## src/rtl/multi_freq_monitor.sv

```systemverilog
// multi_freq_monitor: per-channel toggle-rate frequency counter with hysteretic mode, range and lock status.
// Define FREQ_MON_IRQ_EN to add I_irq_clr/O_irq and the sticky per-channel event flags.
module multi_freq_monitor #(
  parameter int NUM_CH      = 4,
  parameter int CNT_W       = 16,
  parameter int GATE_CYCLES = 100000,
  parameter int LF_MIN_CNT  = 625,
  parameter int LF_MAX_CNT  = 9378,
  parameter int HF_MIN_CNT  = 9371,
  parameter int HF_MAX_CNT  = 31312,
  parameter int LOCK_TOL    = 2,
  parameter int LOCK_CNT    = 4
) (
  input  logic                    I_ref_clk,
  input  logic                    I_reset_n,
  input  logic [NUM_CH-1:0]       I_tog,
  input  logic                    I_restart,
`ifdef FREQ_MON_IRQ_EN
  input  logic                    I_irq_clr,
  output logic                    O_irq,
`endif
  output logic [NUM_CH*CNT_W-1:0] O_freq_word,
  output logic [NUM_CH-1:0]       O_freq_mode,
  output logic [NUM_CH-1:0]       O_freq_or,
  output logic [NUM_CH-1:0]       O_locked,
  output logic                    O_freq_set
);
  localparam int GW = $clog2(GATE_CYCLES);
  localparam int SW = $clog2(LOCK_CNT + 1);
  typedef enum logic [1:0] {IDLE, ACQ, LOCKED} state_t;
  logic [1:0] rst_sync_q;
  logic rst_n;
  logic [GW-1:0] gate_q, gate_d;
  logic term, close, set_q;
  logic [NUM_CH-1:0] s1_q, s2_q, s3_q, tg_edge;
  // Reset asserts immediately but releases only after two clean clock edges.
  always_ff @(posedge I_ref_clk or negedge I_reset_n)
    if (!I_reset_n) rst_sync_q <= '0;
    else rst_sync_q <= {rst_sync_q[0], 1'b1};
  assign rst_n = rst_sync_q[1];
  always_comb begin
    term    = gate_q == GW'(GATE_CYCLES - 1);
    close   = term && !I_restart;
    gate_d  = (I_restart || term) ? '0 : gate_q + GW'(1);
    tg_edge = s2_q ^ s3_q;
  end
  always_ff @(posedge I_ref_clk or negedge rst_n)
    if (!rst_n) begin
      gate_q <= '0;
      set_q  <= 1'b0;
      s1_q   <= '0;
      s2_q   <= '0;
      s3_q   <= '0;
    end else begin
      gate_q <= gate_d;
      set_q  <= close;
      s1_q   <= I_tog;
      s2_q   <= s1_q;
      s3_q   <= s2_q;
    end
  assign O_freq_set = set_q;
`ifdef FREQ_MON_IRQ_EN
  logic [NUM_CH-1:0] flag_w;
  assign O_irq = |flag_w;
`endif
  for (genvar k = 0; k < NUM_CH; k++) begin : g_ch
    logic [CNT_W-1:0] cnt_q, cnt_d, win, word_q, word_d, prev_q, prev_d;
    logic [CNT_W:0] delta;
    logic [31:0] w32;
    logic mode_q, mode_d, or_q, or_d, rng, stable;
    logic [SW-1:0] stab_q, stab_d;
    state_t st_q, st_d;
    always_comb begin
      win    = (tg_edge[k] && !(&cnt_q)) ? cnt_q + CNT_W'(1) : cnt_q;
      w32    = 32'(win);
      rng    = w32 < 32'(LF_MIN_CNT) || w32 > 32'(HF_MAX_CNT) || (&win);
      delta  = (win >= prev_q) ? {1'b0, win} - {1'b0, prev_q} : {1'b0, prev_q} - {1'b0, win};
      stable = !rng && 32'(delta) <= 32'(LOCK_TOL);
      cnt_d  = (I_restart || term) ? '0 : win;
      word_d = close ? win : word_q;
      prev_d = close ? win : prev_q;
      or_d   = close ? rng : or_q;
      mode_d = !close ? mode_q : w32 > 32'(LF_MAX_CNT) ? 1'b1 : w32 < 32'(HF_MIN_CNT) ? 1'b0 : mode_q;
      st_d   = st_q;
      stab_d = stab_q;
      if (I_restart) begin
        st_d   = IDLE;
        stab_d = '0;
      end else if (close && (st_q == IDLE || !stable)) begin
        st_d   = ACQ;
        stab_d = '0;
      end else if (close && st_q == ACQ) begin
        stab_d = stab_q + SW'(1);
        st_d   = 32'(stab_d) >= 32'(LOCK_CNT) ? LOCKED : ACQ;
      end
    end
    always_ff @(posedge I_ref_clk or negedge rst_n)
      if (!rst_n) begin
        cnt_q  <= '0;
        word_q <= '0;
        prev_q <= '0;
        mode_q <= 1'b0;
        or_q   <= 1'b0;
        stab_q <= '0;
        st_q   <= IDLE;
      end else begin
        cnt_q  <= cnt_d;
        word_q <= word_d;
        prev_q <= prev_d;
        mode_q <= mode_d;
        or_q   <= or_d;
        stab_q <= stab_d;
        st_q   <= st_d;
      end
    assign O_freq_word[k*CNT_W +: CNT_W] = word_q;
    assign O_freq_mode[k] = mode_q;
    assign O_freq_or[k]   = or_q;
    assign O_locked[k]    = st_q == LOCKED;
`ifdef FREQ_MON_IRQ_EN
    logic flag_q, flag_d;
    // Only window-close events raise a flag; a set on the same edge beats a clear.
    always_comb
      flag_d = (close && ((st_q == LOCKED && st_d != LOCKED) || (!or_q && or_d))) ? 1'b1 :
               I_irq_clr ? 1'b0 : flag_q;
    always_ff @(posedge I_ref_clk or negedge rst_n)
      if (!rst_n) flag_q <= 1'b0;
      else flag_q <= flag_d;
    assign flag_w[k] = flag_q;
`endif
  end
endmodule

```

## config.mk

```make
export PLATFORM = sky130hd
export DESIGN_NAME = multi_freq_monitor
export DESIGN_NICKNAME = d
export VERILOG_FILES = /design/src/rtl/multi_freq_monitor.sv
export SDC_FILE = /design/constraint.sdc
export NUM_CORES = 1
export LEC_CHECK = 0
export ABC_AREA = 1
export BUFFER_PORTS_ARGS = -buffer_cell sky130_fd_sc_hd__buf_2
export CORE_MARGIN = 1.5
export CORE_UTILIZATION = 53
export CTS_CLUSTER_SIZE = 28
export DETAILED_ROUTE_END_ITERATION = 10
export PLACE_DENSITY = 0.7
export SLEW_MARGIN = 0
export SYNTH_ARGS = -nofsm -noshare
export SYNTH_HDL_FRONTEND = slang
export SYNTH_SLANG_ARGS = --single-unit
export TNS_END_PERCENT = 20
```

## constraint.sdc

```tcl
create_clock -name I_ref_clk -period 6.8 [get_ports I_ref_clk]
set_clock_uncertainty 0.05 [all_clocks]
set_input_delay 0 -clock I_ref_clk [delete_from_list [all_inputs] [get_ports I_ref_clk]]
set_output_delay 0 -clock I_ref_clk [all_outputs]
set_load 0.1 [all_outputs]
```

==> results.json, run 1 <==
{
  "reg2reg_from": "g_ch[1].cnt_q[0]",
  "post_drt_wl_per_cell_um": 14.8,
  "drt_first_pass_iters": 7,
  "first_global_vias": 17700,
  "clk_latency_ps": 450,
  "min_to": "s1_q[0]",
  "synth_fa_ha_area_frac": 0.103,
  "post-cts-setup-buffers": 0,
  "port_buffers": 83,
  "tritoncts": "yes",
  "grt_setup_unrepaired": "false",
  "final_core_util": 0.581,
  "synth_top_family_by_area": "simple AND/OR/NAND/NOR gates",
  "peakVddDrop_uv": 182,
  "synth_cells": 2934,
  "r2r-end": "g_ch[1].st_q[0]",
  "final_area_mm2": 0.0196,
  "antenna_found_initial": 0,
  "synthArstFlopShare": 1.00,
  "ant_nets": 0,
  "syn-cell-area_mm2": 0.0182,
  "ys_types": 55,
  "ys_seq_elements": 184,
  "fin_nets": 3134,
  "worstMarginPinSlew_ps": 996,
  "drv_slew": 0,
  "synthMuxAreaShare": 0,
  "reg2reg_depth": 26,
  "fmax_mhz": 180,
  "drt_iter0_markers": 1344,
  "worstPathArrival_ps": 5860,
  "cts_sinks": 184,
  "num-fill-cells": 3397,
  "die_x_um": 189,
  "synthSimpleGateAreaFrac": 0.377,
  "synthFlopType": "dfrtp_1",
  "grt_pass1_wl_mm": 85.0,
  "postCtsHoldBufs": 7,
  "grt_use_total": 0.290,
  "placed_cell_area_mm2": 0.0189,
  "crit_type": "register to register",
  "syn_to_final_growth_pct": 7.30,
  "ctsLongestPathBuffers": 2,
  "wl_mm": 51.0,
  "min_path_type": "input pin to register",
  "worstSetupStartpointType": "register",
  "drc_errors": 0,
  "min_from": "I_tog[0]",
  "holdPathStages": 2,
  "fin_crit_sh": 0.819,
  "fin_tns_setup_ps": 0,
  "pre_cts_slack_ps": 1340,
  "reg2reg_slack_ps": 1230,
  "place_congestion": 1.00,
  "synth_compound_area_frac": 0.109,
  "setup_slack_ps": 1230,
  "synth_edf_count": 0,
  "viasPerCell": 5.37,
  "synthXorXnorAreaFrac": 0.0472,
  "diodes": 0,
  "ctsResizeCount": 0,
  "pin_count": 84,
  "power.total_uw": 4250,
  "outcome": "finished clean",
  "p_leak_uw": 0.0107,
  "setup_viol": 0,
  "cts_root_buf": "clkbuf_16",
  "fin_crit_ps": 5570,
  "synth_seq_area_share": 0.252,
  "maxCapViolations": 0,
  "fp.coreArea_mm2": 0.0337,
  "syn_avg_cell_area_um2": 6.22,
  "required_ps": 7100,
  "worstPathMaxFanout": 14,
  "clkSlewWorstSetupHoldPaths_ps": 80,
  "grt_max_degree": 81,
  "dp_hpwl_mm": 40.4,
  "seq_area_mm2": 0.00461,
  "powerDensity_mw_per_mm2": 217,
  "cts_buffers": 17,
  "ys_warn_count": 0,
  "crit_path_end_kind": "register",
  "overflow": 0,
  "dieArea_mm2": 0.0355,
  "slew_headroom": 0.336,
  "rows": 67,
  "finalHoldViolCount": 0,
  "multiInputGateArea_mm2": 0.0116,
  "route.vias.total": 18500,
  "syn_nets": 3086,
  "fp.dieH_um": 189,
  "layout-drive-gt1-share": 0.0644,
  "h-tree-depth": 4,
  "initial_core_util": 0.541
}
-- metrics by stage --
stage | cells | hold WS (ps)
detailed placement | 3404 | -264
floorplan | 2934 | -346
CTS | 3443 | 116
finish | 3443 | 137
global route | 3443 | 134
global placement | 3404 | -265
-- worst max-delay path, stage by stage (launching register included) --
cell and delay, ps:
dfrtp_1 450, ha_1 320, nand2_1 80, nor2_1 160, nand2_1 90, o21ai_1 660
nand2_1 100, nand2_1 240, inv_1 120, ha_1 390, nand2_1 170, nor2_1 290
nand3_1 170, nand3_1 140, nand3_1 110, nand2_1 410, inv_1 300, nand2_1 140
nand2_1 60, inv_1 50, nand3_1 100, nor3_1 290, nand3_1 180, nand2_1 150
nand2_1 80, nor2_1 110, nor2_1 50
-- cell type report --
class                      instances  area share
multi-input combinational       2244       0.594
timing repair buffer              97      0.0275
inverter                         438      0.0843
clock buffer                      17      0.0217
sequential                       184       0.235
tap                              448      0.0286
clock inverter                    15     0.00895
-- metal layers --
| metal | track usage | wire [um] | part of all wire |
|---|---|---|---|
| met5 | 0 | 0 | 0 |
| met1 | 0.387 | 23600 | 0.46 |
| met2 | 0.494 | 23700 | 0.47 |
| met4 | 0.0955 | 1340 | 0.026 |
| met3 | 0.0250 | 2370 | 0.047 |
-- Yosys cell counts (5+ instances only) --
master | number | area, um2
nand2_2 | 19 | 119
clkbuf_2 | 6 | 30.0
a21o_1 | 7 | 52.6
o21ai_0 | 98 | 490
o21ai_2 | 10 | 87.6
buf_6 | 6 | 67.6
clkbuf_1 | 26 | 97.6
buf_2 | 17 | 85.1
nand3_2 | 5 | 50.1
o21ai_1 | 10 | 50.1
nor2_2 | 7 | 43.8
buf_4 | 13 | 97.6
a21oi_1 | 195 | 976
nand2_1 | 889 | 3340
nand3_1 | 170 | 851
inv_1 | 431 | 1620
nand3b_1 | 14 | 105
nor4_1 | 8 | 50.1
nor3b_1 | 9 | 67.6
ha_1 | 137 | 1710
nand4_1 | 64 | 400
o21bai_1 | 14 | 105
nor2_1 | 395 | 1480
xnor2_1 | 15 | 131
dfrtp_1 | 184 | 4600
xor2_1 | 76 | 666
fa_1 | 8 | 160
nor3_1 | 45 | 225
-- cell families (layout without fill, tap and decap cells) --
group                    count (synthesis)  in the layout
AND/OR/NAND/NOR                       1643           1643
buffers and inverters                  506            567
AO/OA/AOI/OAI                          360            360
flip-flops                             184            184
adder cells (fa/ha/maj)                145            145
XOR/XNOR                                95             95
other                                    1              1
-- state kept, by name, indices dropped and copies added (netlist names) --
name and flops:
O_freq_set 1, g_ch.cnt_q 64, g_ch.mode_q 4, g_ch.or_q 4
g_ch.prev_q 64, g_ch.st_q 4, g_ch.stab_q 12, gate_q 17
rst_sync_q 2, s1_q 4, s2_q 4, s3_q 4
-- how the worst max path moves through the flow --
stage,start,to,cells after the start
2_1_floorplan,rst_sync_q[1],O_freq_set,0
3_3_place_gp,g_ch[1].cnt_q[0],g_ch[1].st_q[0],26
3_5_place_dp,g_ch[1].cnt_q[0],g_ch[1].st_q[0],26
4_1_cts,g_ch[1].cnt_q[0],g_ch[1].st_q[0],26
5_1_grt,g_ch[1].cnt_q[0],g_ch[1].st_q[0],26
6_report,g_ch[1].cnt_q[0],g_ch[1].st_q[0],26
-- cell usage in the layout, fill, tap and decap left out, types with 15 or more instances in the layout --
cell and instances:
o21ai_0 98, nand2_1 888, buf_2 83, nand3_1 170, xnor2_1 15, nor3_1 45, ha_1 137, clkbuf_16 17
nand2_2 20, a21oi_1 195, dfrtp_1 183, xor2_1 76, nor2_1 394, inv_1 430, nand4_1 64
-- power breakdown --
group	switching, uW	internal, uW
Clock	529	498
Sequential	68.5	1150
Combinational	1410	591
Total	2010	2240
(Power assumes the default switching activity.)
==> run 2, diff against run 1 <==
==> constraint.sdc (replaced) <==
create_clock -name I_ref_clk -period 5.6 [get_ports I_ref_clk]
set_clock_uncertainty 0.05 [all_clocks]
set_input_delay 0 -clock I_ref_clk [delete_from_list [all_inputs] [get_ports I_ref_clk]]
set_output_delay 0 -clock I_ref_clk [all_outputs]
set_load 0.1 [all_outputs]
==> run 2 against run 1 <==
Effect of this change: final area grew 0.39%; critical endpoint unchanged; die area is the same; total power grew 24%; sequential share of layout area shrank 0.091 points; via count grew 0.74%; setup slack lost 720 ps; flip-flop and latch count is the same; routed wire length grew 3.3%.
==> results.json, run 2 (same netlist as run 1, synthesis figures left out) <==
{
  "outcome": "finished clean",
  "wl_mm": 52.7,
  "powerDensity_mw_per_mm2": 267,
  "setup_slack_ps": 517,
  "antenna_found_initial": 0,
  "fp.dieH_um": 189,
  "combPwrFrac": 0.471,
  "worstMarginPinSlew_ps": 1060,
  "r2r-end": "g_ch[1].st_q[0]",
  "grt_pass1_wl_mm": 86.5,
  "drv_slew": 0,
  "dp_hpwl_mm": 41.5,
  "layout-drive-gt1-share": 0.0663,
  "slew_headroom": 0.296,
  "crit_path_end_kind": "register",
  "place_congestion": 0.968,
  "fp.coreArea_mm2": 0.0337,
  "p_sw_uw": 2400,
  "ant_nets": 0,
  "post-cts-setup-buffers": 0,
  "grt_setup_unrepaired": "false",
  "syn_to_final_growth_pct": 7.72,
  "rows": 67,
  "overflow": 0,
  "ctsResizeCount": 0,
  "top_regs": "g_ch.cnt_q: 64 flops, g_ch.prev_q: 64 flops, gate_q: 17 flops",
  "h-tree-depth": 4,
  "cts_buffers": 17,
  "fin_tns_setup_ps": 0,
  "drc_errors": 0,
  "drt_first_pass_iters": 6,
  "crit_type": "register to register",
  "grt_max_degree": 176,
  "dieArea_mm2": 0.0355,
  "clkPwrFrac": 0.247,
  "num-fill-cells": 3336,
  "grt_use_total": 0.297,
  "clkSlewWorstSetupHoldPaths_ps": 70,
  "port_buffers": 83,
  "mostFrequentLayoutCells": "888 x nand2_1, 430 x inv_1, 394 x nor2_1",
  "seqPwrFrac": 0.282,
  "fin_crit_sh": 0.908,
  "worst_hold_slack_ps": 93.9,
  "worstPathMaxFanout": 14,
  "crit_path_end": "g_ch[1].st_q[0]",
  "pin_count": 84,
  "pre_cts_slack_ps": 553,
  "worstSetupStartpointType": "register",
  "seq_area_mm2": 0.00461,
  "finalHoldViolCount": 0,
  "setup_viol": 0,
  "p_leak_uw": 0.0107,
  "required_ps": 5890,
  "reg2reg_from": "g_ch[1].cnt_q[0]",
  "crit_start": "g_ch[1].cnt_q[0]",
  "cts_root_buf": "clkbuf_16",
  "fin_crit_ps": 5080,
  "diodes": 0,
  "initial_core_util": 0.541,
  "min_path_type": "register to async pin",
  "power.share.switching": 0.458,
  "fmax_mhz": 197,
  "clk_latency_ps": 460,
  "post_drt_wl_per_cell_um": 15.3,
  "die_x_um": 189,
  "viasPerCell": 5.40,
  "cts_sinks": 184,
  "reg2reg_depth": 26,
  "maxCapViolations": 0,
  "mostFrequentLayoutCell": "nand2_1",
  "multiInputGateArea_mm2": 0.0116,
  "ctsLongestPathBuffers": 2,
  "route.vias.total": 18600,
  "first_global_vias": 17700,
  "fin_nets": 3142,
  "drt_iter0_markers": 1252,
  "reg2reg_slack_ps": 520,
  "worstPathArrival_ps": 5380,
  "tritoncts": "yes",
  "peakVddDrop_uv": 234,
  "p_int_uw": 2850
}
-- run 2: cell types whose count changed in the layout (fill, tap and decap cells not counted) --
cell and delta:
clkinv_4 +2, clkbuf_8 +1, inv_6 -1, clkinv_2 +2
buf_4 +7, inv_8 -2, bufinv_16 +3, buf_12 +1
clkinvlp_4 -2, clkinv_8 -4, inv_12 -1
-- run 2: final cells by class --
| class | instances | share of cell area |
|---|---|---|
| Clock buffer | 18 | 0.0223 |
| Clock inverter | 12 | 0.00840 |
| Inverter | 438 | 0.0840 |
| Multi-Input combinational cell | 2244 | 0.591 |
| Sequential cell | 184 | 0.234 |
| Tap cell | 448 | 0.0285 |
| Timing Repair Buffer | 105 | 0.0311 |
-- run 2: per-layer routing --
metal  GRT usage  share of wire  vias to the layer above
met5           0              0                        -
met2       0.500           0.47                      557
met4      0.0919          0.024                        0
met1       0.401           0.46                     8649
met3      0.0313          0.050                       95
li1            -              -                     9336
-- run 2: per-stage QoR --
stage / std cells / util / power (uW) / area [um2]
4_1_cts: 3449 / 0.583 / 5250 / 19700
3_3_place_gp: 3412 / 0.563 / 3920 / 19000
2_1_floorplan: 2934 / - / 3360 / 18200
3_5_place_dp: 3412 / 0.563 / 3930 / 19000
6_report: 3449 / 0.583 / 5250 / 19700
5_1_grt: 3449 / 0.583 / 5640 / 19700
-- run 2: repair_timing --
item / 4_1_cts / 5_1_grt
hold buffers: 7 / 0
endpoints found under the setup margin: 0 / 0
hold endpoints to repair: 8 / 0
-- run 2: how the worst min path moves through the flow --
stage	from	to	slack [ps]	depth (start not counted)
after floorplan	I_reset_n	rst_sync_q[0]	-350	0
after global placement	I_reset_n	rst_sync_q[0]	-260	1
after detailed placement	I_reset_n	rst_sync_q[0]	-260	1
after CTS	rst_sync_q[1]	g_ch[1].prev_q[4]	100	0
after global routing	rst_sync_q[1]	g_ch[1].prev_q[4]	110	0
final	rst_sync_q[1]	g_ch[1].prev_q[5]	90	0
-- run 2: worst max-delay path: stages (launching register included) --
cell and delay, ps:
dfrtp_1 440, ha_1 290, nand2_1 80, nor2_1 60, nand2_1 90, o21a_1 440, o21ai_0 180, nand2_1 210
inv_1 110, ha_1 400, nand2_1 180, nor2_1 280, nand3_1 140, nand3_1 130, nand3_1 100, nand2_1 380
inv_1 260, nand2_1 100, nand2_1 50, inv_1 50, nand4_1 120, nor3_1 280, nand3_1 180, nand2_1 140
nand2_1 70, nor2_1 120, nor2_1 50
-- run 2: power groups by stage --
stage | logic [uW] | registers (uW) | clock network (uW)
2_1_floorplan | 1690 | 1670 | 0
3_3_place_gp | 2420 | 1500 | 0
3_5_place_dp | 2420 | 1500 | 0
4_1_cts | 2450 | 1480 | 1320
5_1_grt | 2780 | 1490 | 1370
6_report | 2480 | 1480 | 1300
